$ cat src/rtl/alu_req_scheduler_pkg.sv
// Shared opcode, state and width definitions for the ALU request scheduler.
package alu_req_scheduler_pkg;

  localparam int unsigned WIDTH_DEF = 18;
  localparam int unsigned CNT_W_DEF = 16;

  localparam logic [1:0] OP_AND = 2'b00;
  localparam logic [1:0] OP_ADD = 2'b01;
  localparam logic [1:0] OP_OR  = 2'b10;
  localparam logic [1:0] OP_XOR = 2'b11;

  typedef enum logic [1:0] {
    S_IDLE = 2'd0,
    S_EXEC = 2'd1,
    S_RESP = 2'd2
  } state_t;

endpackage

$ cat src/rtl/alu_req_scheduler_alu.sv
// Shared four-function ALU datapath (AND/ADD/OR/XOR); purely combinational.
module alu_req_scheduler_alu
  import alu_req_scheduler_pkg::*;
#(
  parameter int unsigned WIDTH = WIDTH_DEF
) (
  input  logic [WIDTH-1:0] a,
  input  logic [WIDTH-1:0] b,
  input  logic [1:0]       op,
  output logic [WIDTH-1:0] result_c
);

  always_comb begin
    result_c = '0;
    case (op)
      OP_AND:  result_c = a & b;
      OP_ADD:  result_c = a + b;
      OP_OR:   result_c = a | b;
      default: result_c = a ^ b;
    endcase
  end

endmodule

$ cat src/rtl/alu_req_scheduler.sv
// Round-robin scheduler sharing one ALU between two requesters, with a
// held response register and a saturating completion counter.
module alu_req_scheduler
  import alu_req_scheduler_pkg::*;
#(
  parameter int unsigned WIDTH = WIDTH_DEF,
  parameter int unsigned CNT_W = CNT_W_DEF
) (
  input  logic             clk,
  input  logic             reset,
  input  logic [1:0]       req_valid,
  output logic [1:0]       req_ready,
  input  logic [WIDTH-1:0] req_a0,
  input  logic [WIDTH-1:0] req_b0,
  input  logic [1:0]       req_op0,
  input  logic [WIDTH-1:0] req_a1,
  input  logic [WIDTH-1:0] req_b1,
  input  logic [1:0]       req_op1,
  output logic             rsp_valid,
  input  logic             rsp_ready,
  output logic [WIDTH-1:0] rsp_result,
  output logic             rsp_carry,
  output logic             rsp_id,
  output logic             busy,
  output logic [CNT_W-1:0] op_count
);

  state_t           state;
  state_t           state_nxt;
  logic [WIDTH-1:0] a_q;
  logic [WIDTH-1:0] b_q;
  logic [1:0]       op_q;
  logic             id_q;
  logic             rr_last;
  logic             gnt;
  logic             accept;
  logic [WIDTH-1:0] alu_res_c;
  logic [WIDTH:0]   sum_c;

  // On a tie the requester that did not win last time is served.
  always_comb begin
    gnt = 1'b0;
    if (req_valid == 2'b11) gnt = ~rr_last;
    else                    gnt = req_valid[1];
  end

  assign accept = (state == S_IDLE) && (|req_valid);
  assign busy   = (state != S_IDLE);
  assign sum_c  = {1'b0, a_q} + {1'b0, b_q};

  always_comb begin
    state_nxt = state;
    req_ready = 2'b00;
    case (state)
      S_IDLE: begin
        if (|req_valid) begin
          req_ready = gnt ? 2'b10 : 2'b01;
          state_nxt = S_EXEC;
        end
      end
      S_EXEC:  state_nxt = S_RESP;
      S_RESP:  if (rsp_ready) state_nxt = S_IDLE;
      default: state_nxt = S_IDLE;
    endcase
  end

  alu_req_scheduler_alu #(.WIDTH(WIDTH)) u_alu (
    .a        (a_q),
    .b        (b_q),
    .op       (op_q),
    .result_c (alu_res_c)
  );

  // Operand capture, response register and completion counter.
  always_ff @(posedge clk) begin
    if (reset) begin
      state      <= S_IDLE;
      a_q        <= '0;
      b_q        <= '0;
      op_q       <= OP_AND;
      id_q       <= 1'b0;
      rr_last    <= 1'b1;
      rsp_valid  <= 1'b0;
      rsp_result <= '0;
      rsp_carry  <= 1'b0;
      rsp_id     <= 1'b0;
      op_count   <= '0;
    end else begin
      state <= state_nxt;
      if (accept) begin
        a_q     <= gnt ? req_a1 : req_a0;
        b_q     <= gnt ? req_b1 : req_b0;
        op_q    <= gnt ? req_op1 : req_op0;
        id_q    <= gnt;
        rr_last <= gnt;
      end
      if (state == S_EXEC) begin
        rsp_valid  <= 1'b1;
        rsp_result <= alu_res_c;
        rsp_carry  <= (op_q == OP_ADD) && sum_c[WIDTH];
        rsp_id     <= id_q;
      end
      if (rsp_valid && rsp_ready) begin
        rsp_valid <= 1'b0;
        if (op_count != '1) op_count <= op_count + CNT_W'(1);
      end
    end
  end

endmodule

$ cat config.mk
export PLATFORM = sky130hd
export DESIGN_NAME = alu_req_scheduler
export DESIGN_NICKNAME = d
export VERILOG_FILES = /design/src/rtl/alu_req_scheduler_pkg.sv /design/src/rtl/alu_req_scheduler_alu.sv /design/src/rtl/alu_req_scheduler.sv
export SDC_FILE = /design/constraint.sdc
export NUM_CORES = 1
export LEC_CHECK = 0
export CORE_ASPECT_RATIO = 1.4
export CORE_MARGIN = 1.5
export CORE_UTILIZATION = 55
export DETAILED_ROUTE_END_ITERATION = 6
export HOLD_SLACK_MARGIN = 0.03
export PLACE_DENSITY_LB_ADDON = 0.05
export SYNTH_ARGS = -nofsm -noshare
export SYNTH_HDL_FRONTEND = slang
export SYNTH_HIERARCHICAL = 1
export SYNTH_SLANG_ARGS = --single-unit
$ cat constraint.sdc
create_clock -name clk -period 5 [get_ports clk]
set_clock_uncertainty 0.05 [all_clocks]
set_input_delay 0.5 -clock clk [delete_from_list [all_inputs] [get_ports clk]]
set_output_delay 0.5 -clock clk [all_outputs]
set_load 0.01 [all_outputs]
### After elaboration in Yosys (flattened, before gate mapping)

Index checks and enable logic that the tools add are counted.

| word-level totals | value |
|---|---|
| word-level logic and storage cells | 47 |
| register bits after elaboration | 79 |
| input bits | 81 |
| output and inout port bits | 40 |

| cells by class | value |
|---|---|
| equality and inequality tests | 8 |
| bitwise operators | 4 |
| mux-type cells | 11 |
| add/sub/neg operators | 3 |
| reductions and logical operators | 10 |

Operator list:

| operator | number |
|---|---|
| $pmux W18 S3 | 1 |
| $mux W18 | 2 |
| $add A18 B18 Y19 | 1 |
| $add A18 B18 Y18 | 1 |
| $and A18 B18 Y18 | 1 |
| $or A18 B18 Y18 | 1 |
| $xor A18 B18 Y18 | 1 |
| $add A16 B1 Y16 const B | 1 |
| $ne A16 B16 Y1 const B | 1 |
| $mux W2 | 6 |
| $eq A2 B2 Y1 const B | 3 |
| $pmux W2 S3 | 1 |
| $eq A2 B1 Y1 const B | 2 |
| $logic_not A2 Y1 | 2 |
| $reduce_and A2 Y1 | 2 |
| $reduce_or A2 Y1 | 2 |
| $logic_and A1 B1 Y1 | 3 |
| $ne A2 B1 Y1 const B | 1 |
| $ne A2 B2 Y1 const B | 1 |
| $reduce_bool A2 Y1 | 1 |
| $mux W1 | 1 |
| $not A1 Y1 | 1 |

### Longest topological paths before layout

| logic depth | value |
|---|---|
| word-level depth | 5 |
| mapped depth | 11 |
| mapped depth without buffers | 10 |

### Hierarchy

Netlist, hierarchy kept.

By module, submodules not included:

| module | area each (um^2) | sequential area each (um^2) | cells each | instances |
|---|---|---|---|---|
| alu_req_scheduler | 3423.3 | 1581.5 | 381 | 1 |
| alu_req_scheduler_alu | 1775.5 | 0.0 | 264 | 1 |

### Worst setup path after synthesis

No wires, ideal clock.

| timing path | value |
|---|---|
| path type | register -> register |
| start point | reg a_q[0] |
| end point | reg rsp_result[8] |
| arrival | 2425 ps |
| clock period less this slack | 2546 ps |
| cell stages (with the launch flop) | 11 |
| required time | 4880 ps |
| slack | 2454 ps |
| buffers on the path | 0 |
| setup time | 70 ps |
| cell sequence | dfxtp_1 > ha_1 > fa_1 > a211o_1 > a2111o_1 > a31o_1 > a21oi_2 > a211oi_1 > a211oi_2 > nand2_1 > a21oi_1 |

| between the ends | value |
|---|---|
| cells in the longest elaborated chain, start to end | 2 |

RTL lines:

| what | line | source |
|---|---|---|
| start, declared | alu_req_scheduler.sv:30 | `logic [WIDTH-1:0] a_q;` |
| start signal, assigned | alu_req_scheduler.sv:91 | `a_q <= gnt ? req_a1 : req_a0;` |
| $add A18 B18 Y18 | alu_req_scheduler_alu.sv:17 | `OP_ADD: result_c = a + b;` |
| $pmux W18 S3 | alu_req_scheduler_alu.sv:15 | `case (op)` |
| via alu_res_c[8] | alu_req_scheduler.sv:37 | `logic [WIDTH-1:0] alu_res_c;` |
| end signal, assigned | alu_req_scheduler.sv:99 | `rsp_result <= alu_res_c;` |
| end, declared | alu_req_scheduler.sv:21 | `output logic [WIDTH-1:0] rsp_result,` |

The timed path passes the listed nets, and every way through them passes these cells.
A chain may end at the register's enable or synchronous reset.

### Worst setup path after layout

| timing path | value |
|---|---|
| start point | in req_valid[1] |
| end point | out req_ready[1] |

| between the ends | value |
|---|---|
| cells in the longest elaborated chain, start to end | 5 |
| elaborated cells between the ends (all ways) | 6 |
| classes of those cells | eq/ne (1); mux (4); reduce/logical (1) |

RTL lines:

| what | line | source |
|---|---|---|
| start, declared | alu_req_scheduler.sv:11 | `input logic [1:0] req_valid,` |
| $eq A2 B2 Y1 | alu_req_scheduler.sv:43 | `if (req_valid == 2'b11) gnt = ~rr_last;` |
| $mux W1 | alu_req_scheduler.sv:43 |  |
| $mux W2 | alu_req_scheduler.sv:57 | `req_ready = gnt ? 2'b10 : 2'b01;` |
| $mux W2 * | alu_req_scheduler.sv:56 | `if (\|req_valid) begin` |
| $mux W2 * | alu_req_scheduler.sv:54 | `case (state)` |
| end, declared | alu_req_scheduler.sv:12 | `output logic [1:0] req_ready,` |

Every way passes the cells marked *; elsewhere a longest branch is shown, timed or not.

==> impl_metrics.csv <==
group,metric,value,unit
cts,cts-resized-gates,0,
place,gp_congestion,0.912,
hold_path,hold_depth,2,
sta,post-route-min-period,2.87,ns
critical_path,crit_cells,4,
critical_path,arrival,2.32,ns
logic_synthesis,synthMuxAreaShare,3.51,%
cts,cts_htree_levels,3,
sta,setup_violations,0,
logic_synthesis,synth-simple-area-share,19.4,%
cts,cts_hold_buf,0,
critical_path,crit_path_start_kind,"input pin",
critical_path,crit_path_frequent_cell,"clkdlybuf4s50_1",
routing,drtIter0Drc,464,
logic_synthesis,synth_cells,645,
critical_path,startpoint,"req_valid[1]",
logic_synthesis,synth-seq-cells,79,
global_routing,antenna_found_initial,0,
run_status,violations,"DRC",
floorplanning,die_h,118,microns
hold_path,hp-start,"rsp_result[2]",
sta,timing.slew.headroom,41.9,%
logic_synthesis,synth_compound_area_share,24.6,%
sta,worst_slew_pin_slew,0.871,ns
logic_synthesis,yosys.area.top_type_share,30.4,%
sta,finalHoldViolCount,0,
layout,nets,880,
floorplanning,core_area,9080,sq um
global_routing,grt_use_total,31.1,%
logic_synthesis,synth-xor-area-share,2.02,%
global_routing,grt_overflow,0,
routing,routed_wl,15.6,mm
routing,drtPass1Iterations,7,
floorplanning,dieArea,10100,sq um
logic_synthesis,syn_nets,781,
logic_synthesis,ys_warn_count,6,
logic_synthesis,synth-async-reset-ratio,0,%
layout,fillers,719,
cts,tritoncts_num_sinks,79,
critical_path,cp-end-kind,"output port",
critical_path,reg2reg_slack,2.17,ns
critical_path,crit_path_max_fanout,7,
cts,clock_latency,0.34,ns
critical_path,worstPathCellList,"clkdlybuf4s50_1 -> a21boi_2 -> and2_1 -> clkdlybuf4s50_1",
place,dpl-instance-area,6420,sq um
run_status,status,"complete, but fails checks",
power,max-vdd-ir-drop,230,uV
cts,cts.clk_slew.worst_paths,0.06,ns
run,max_cap_viol_count,0,
power,p_per_area,277,nW/um^2
critical_path,cpPeakStageDelay,0.57,ns
power,leakage,2.68,nW
global_routing,grt_pass1_vias,5305,
sta,fin_crit_sh,57.4,%
floorplanning,die_w,85.2,microns
power,power.total,1.86,mW
logic_synthesis,synth_top_family_by_area,"compound AO/OA/AOI/OAI gates",
sta,drv_slew,0,
critical_path,r2r_end,"rsp_result[14]",
floorplanning,ios,121,
routing,via_per_inst,6.20,
critical_path,crit_buf_inv,2,
logic_synthesis,ys_types,71,
floorplanning,num_rows,41,
logic_synthesis,synth_edf_count,0,
cts,cts_tree,"done",
routing,ant_nets,0,
critical_path,critical-path-slowest-cell,"clkdlybuf4s50_1",
logic_synthesis,ys_seq_area_share,30.4,%
critical_path,crit_type,"in -> out",
place,port_buffers,120,
cts,post_cts_buffers,0,
logic_synthesis,synth_fa_ha_area_share,13.4,%
critical_path,cp.required,4.45,ns
cts,clk_path_buf_depth,2,
routing,wire_per_inst,18.2,microns
global_routing,grt_pass1_wl,24.8,mm
layout,drive_gt1_share,5.87,%
sta,rsz0062_at_grt,"false",
sta,hold_slack,0.404,ns
logic_synthesis,ys.flop_type,"dfxtp_1",
routing,drc_errors,8,
layout,area_delta_synth_final,28.9,%
critical_path,cp_top_family,"buffers and inverters",
logic_synthesis,yosysTopAreaCell,"dfxtp_1",
place,dp_hpwl,11.6,mm
cts,cts_buffers,9,
logic_synthesis,synth.most_common_cell,"nor2_1",
logic_synthesis,synth_common_cells,"nor2_1, dfxtp_1, nand2_1",
layout,finalNonFillerCells,856,
floorplanning,start_util,57.3,%
sta,tns,0,ns
global_routing,grt_max_degree,44,
logic_synthesis,netlist_top_cells_area,"dfxtp_1, ha_1, a222oi_1",
logic_synthesis,syn_area,5200,sq um
cts,cts_root_buf,"clkbuf_16",
logic_synthesis,synth_area_per_cell,8.06,sq um
place,dp.cells,840,
layout,final_area,6700,sq um
layout,antennaDiodeCount,0,
hold_path,whs_endpoint,"rsp_result[2]",
sta,fmax,348,MHz
critical_path,rr_worst_depth,10,
critical_path,reg2reg_from,"a_q[0]",
hold_path,hold_class,"reg -> reg",
routing,vias,5309,
-- per-stage QoR --
step | setup slack [ns] | util (%)
final | 2.13 | 73.8
after global routing | 2.04 | 73.8
after CTS | 2.13 | 73.8
after detailed placement | 2.13 | 70.7
after global placement | 2.18 | 70.7
after floorplan | 2.45 | -
-- placed cells by master (no fill, tap or decap), drive strengths merged, types with 7 or more instances in the layout --
master and n:
a31oi 8, mux2i 7, ha 54, xnor2 10
a21oi 51, nand2 76, a222oi 32, and3 8
nand3 21, nor2 80, buf 8, inv 49
clkdlybuf4s50 119, nand4 7, o21ai 20, dfxtp 79
clkbuf 11, a211oi 16
-- power breakdown --
part	internal, mW	switching [mW]
clock network	0.355	0.276
logic	0.231	0.275
registers	0.673	0.0505
-- metal layers --
layer  routed length (microns)  up-vias  GRT usage (%)
met5                         0        -              0
met4                       815        0           18.9
met3                       639       51           4.28
met2                      8500      190           60.0
met1                      5600     2517           30.2
li1                          -     2551              -
-- area by class of cell --
cell class,count,area [sq um],area share (%)
Multi-Input combinational cell,480,3280,48.9
Timing Repair Buffer,127,1250,18.6
Clock buffer,11,243,3.62
Inverter,47,176,2.63
Clock inverter,5,40.0,0.597
Sequential cell,79,1580,23.6
Tap cell,107,134,2.00
-- worst max-delay path by stage --
stage	endpoint	slack, ns
4_1_cts	req_ready[1]	2.13
5_1_grt	req_ready[1]	2.04
3_5_place_dp	req_ready[1]	2.13
2_1_floorplan	rsp_result[8]	2.45
6_report	req_ready[1]	2.13
3_3_place_gp	req_ready[1]	2.18
-- worst reg2reg max path: stages, from the launching register on --
cell and delay (ns):
dfxtp_1 0.34, ha_1 0.26, fa_1 0.44, a211o_1 0.35
a2111o_1 0.43, nand4_1 0.13, a21oi_1 0.12, nor3b_1 0.16
a311o_1 0.28, nand2_1 0.07, a21oi_1 0.06
-- cell families after synthesis --
group / Yosys count
AOI/OAI and AO/OA: 176
and+or+nand+nor: 224
muxes: 13
adders and majority gates: 55
buffers and inverters: 86
DFF: 79
xor gates and xnor gates: 12
-- registers in the layout (all words and copies together), names as in the netlist --
register,cells
a_q,18
b_q,18
id_q,1
op_count,16
op_q,2
rr_last,1
rsp_carry,1
rsp_id,1
rsp_result,18
rsp_valid,1
state,2
Note: power is estimated with default switching activity, not from simulation.
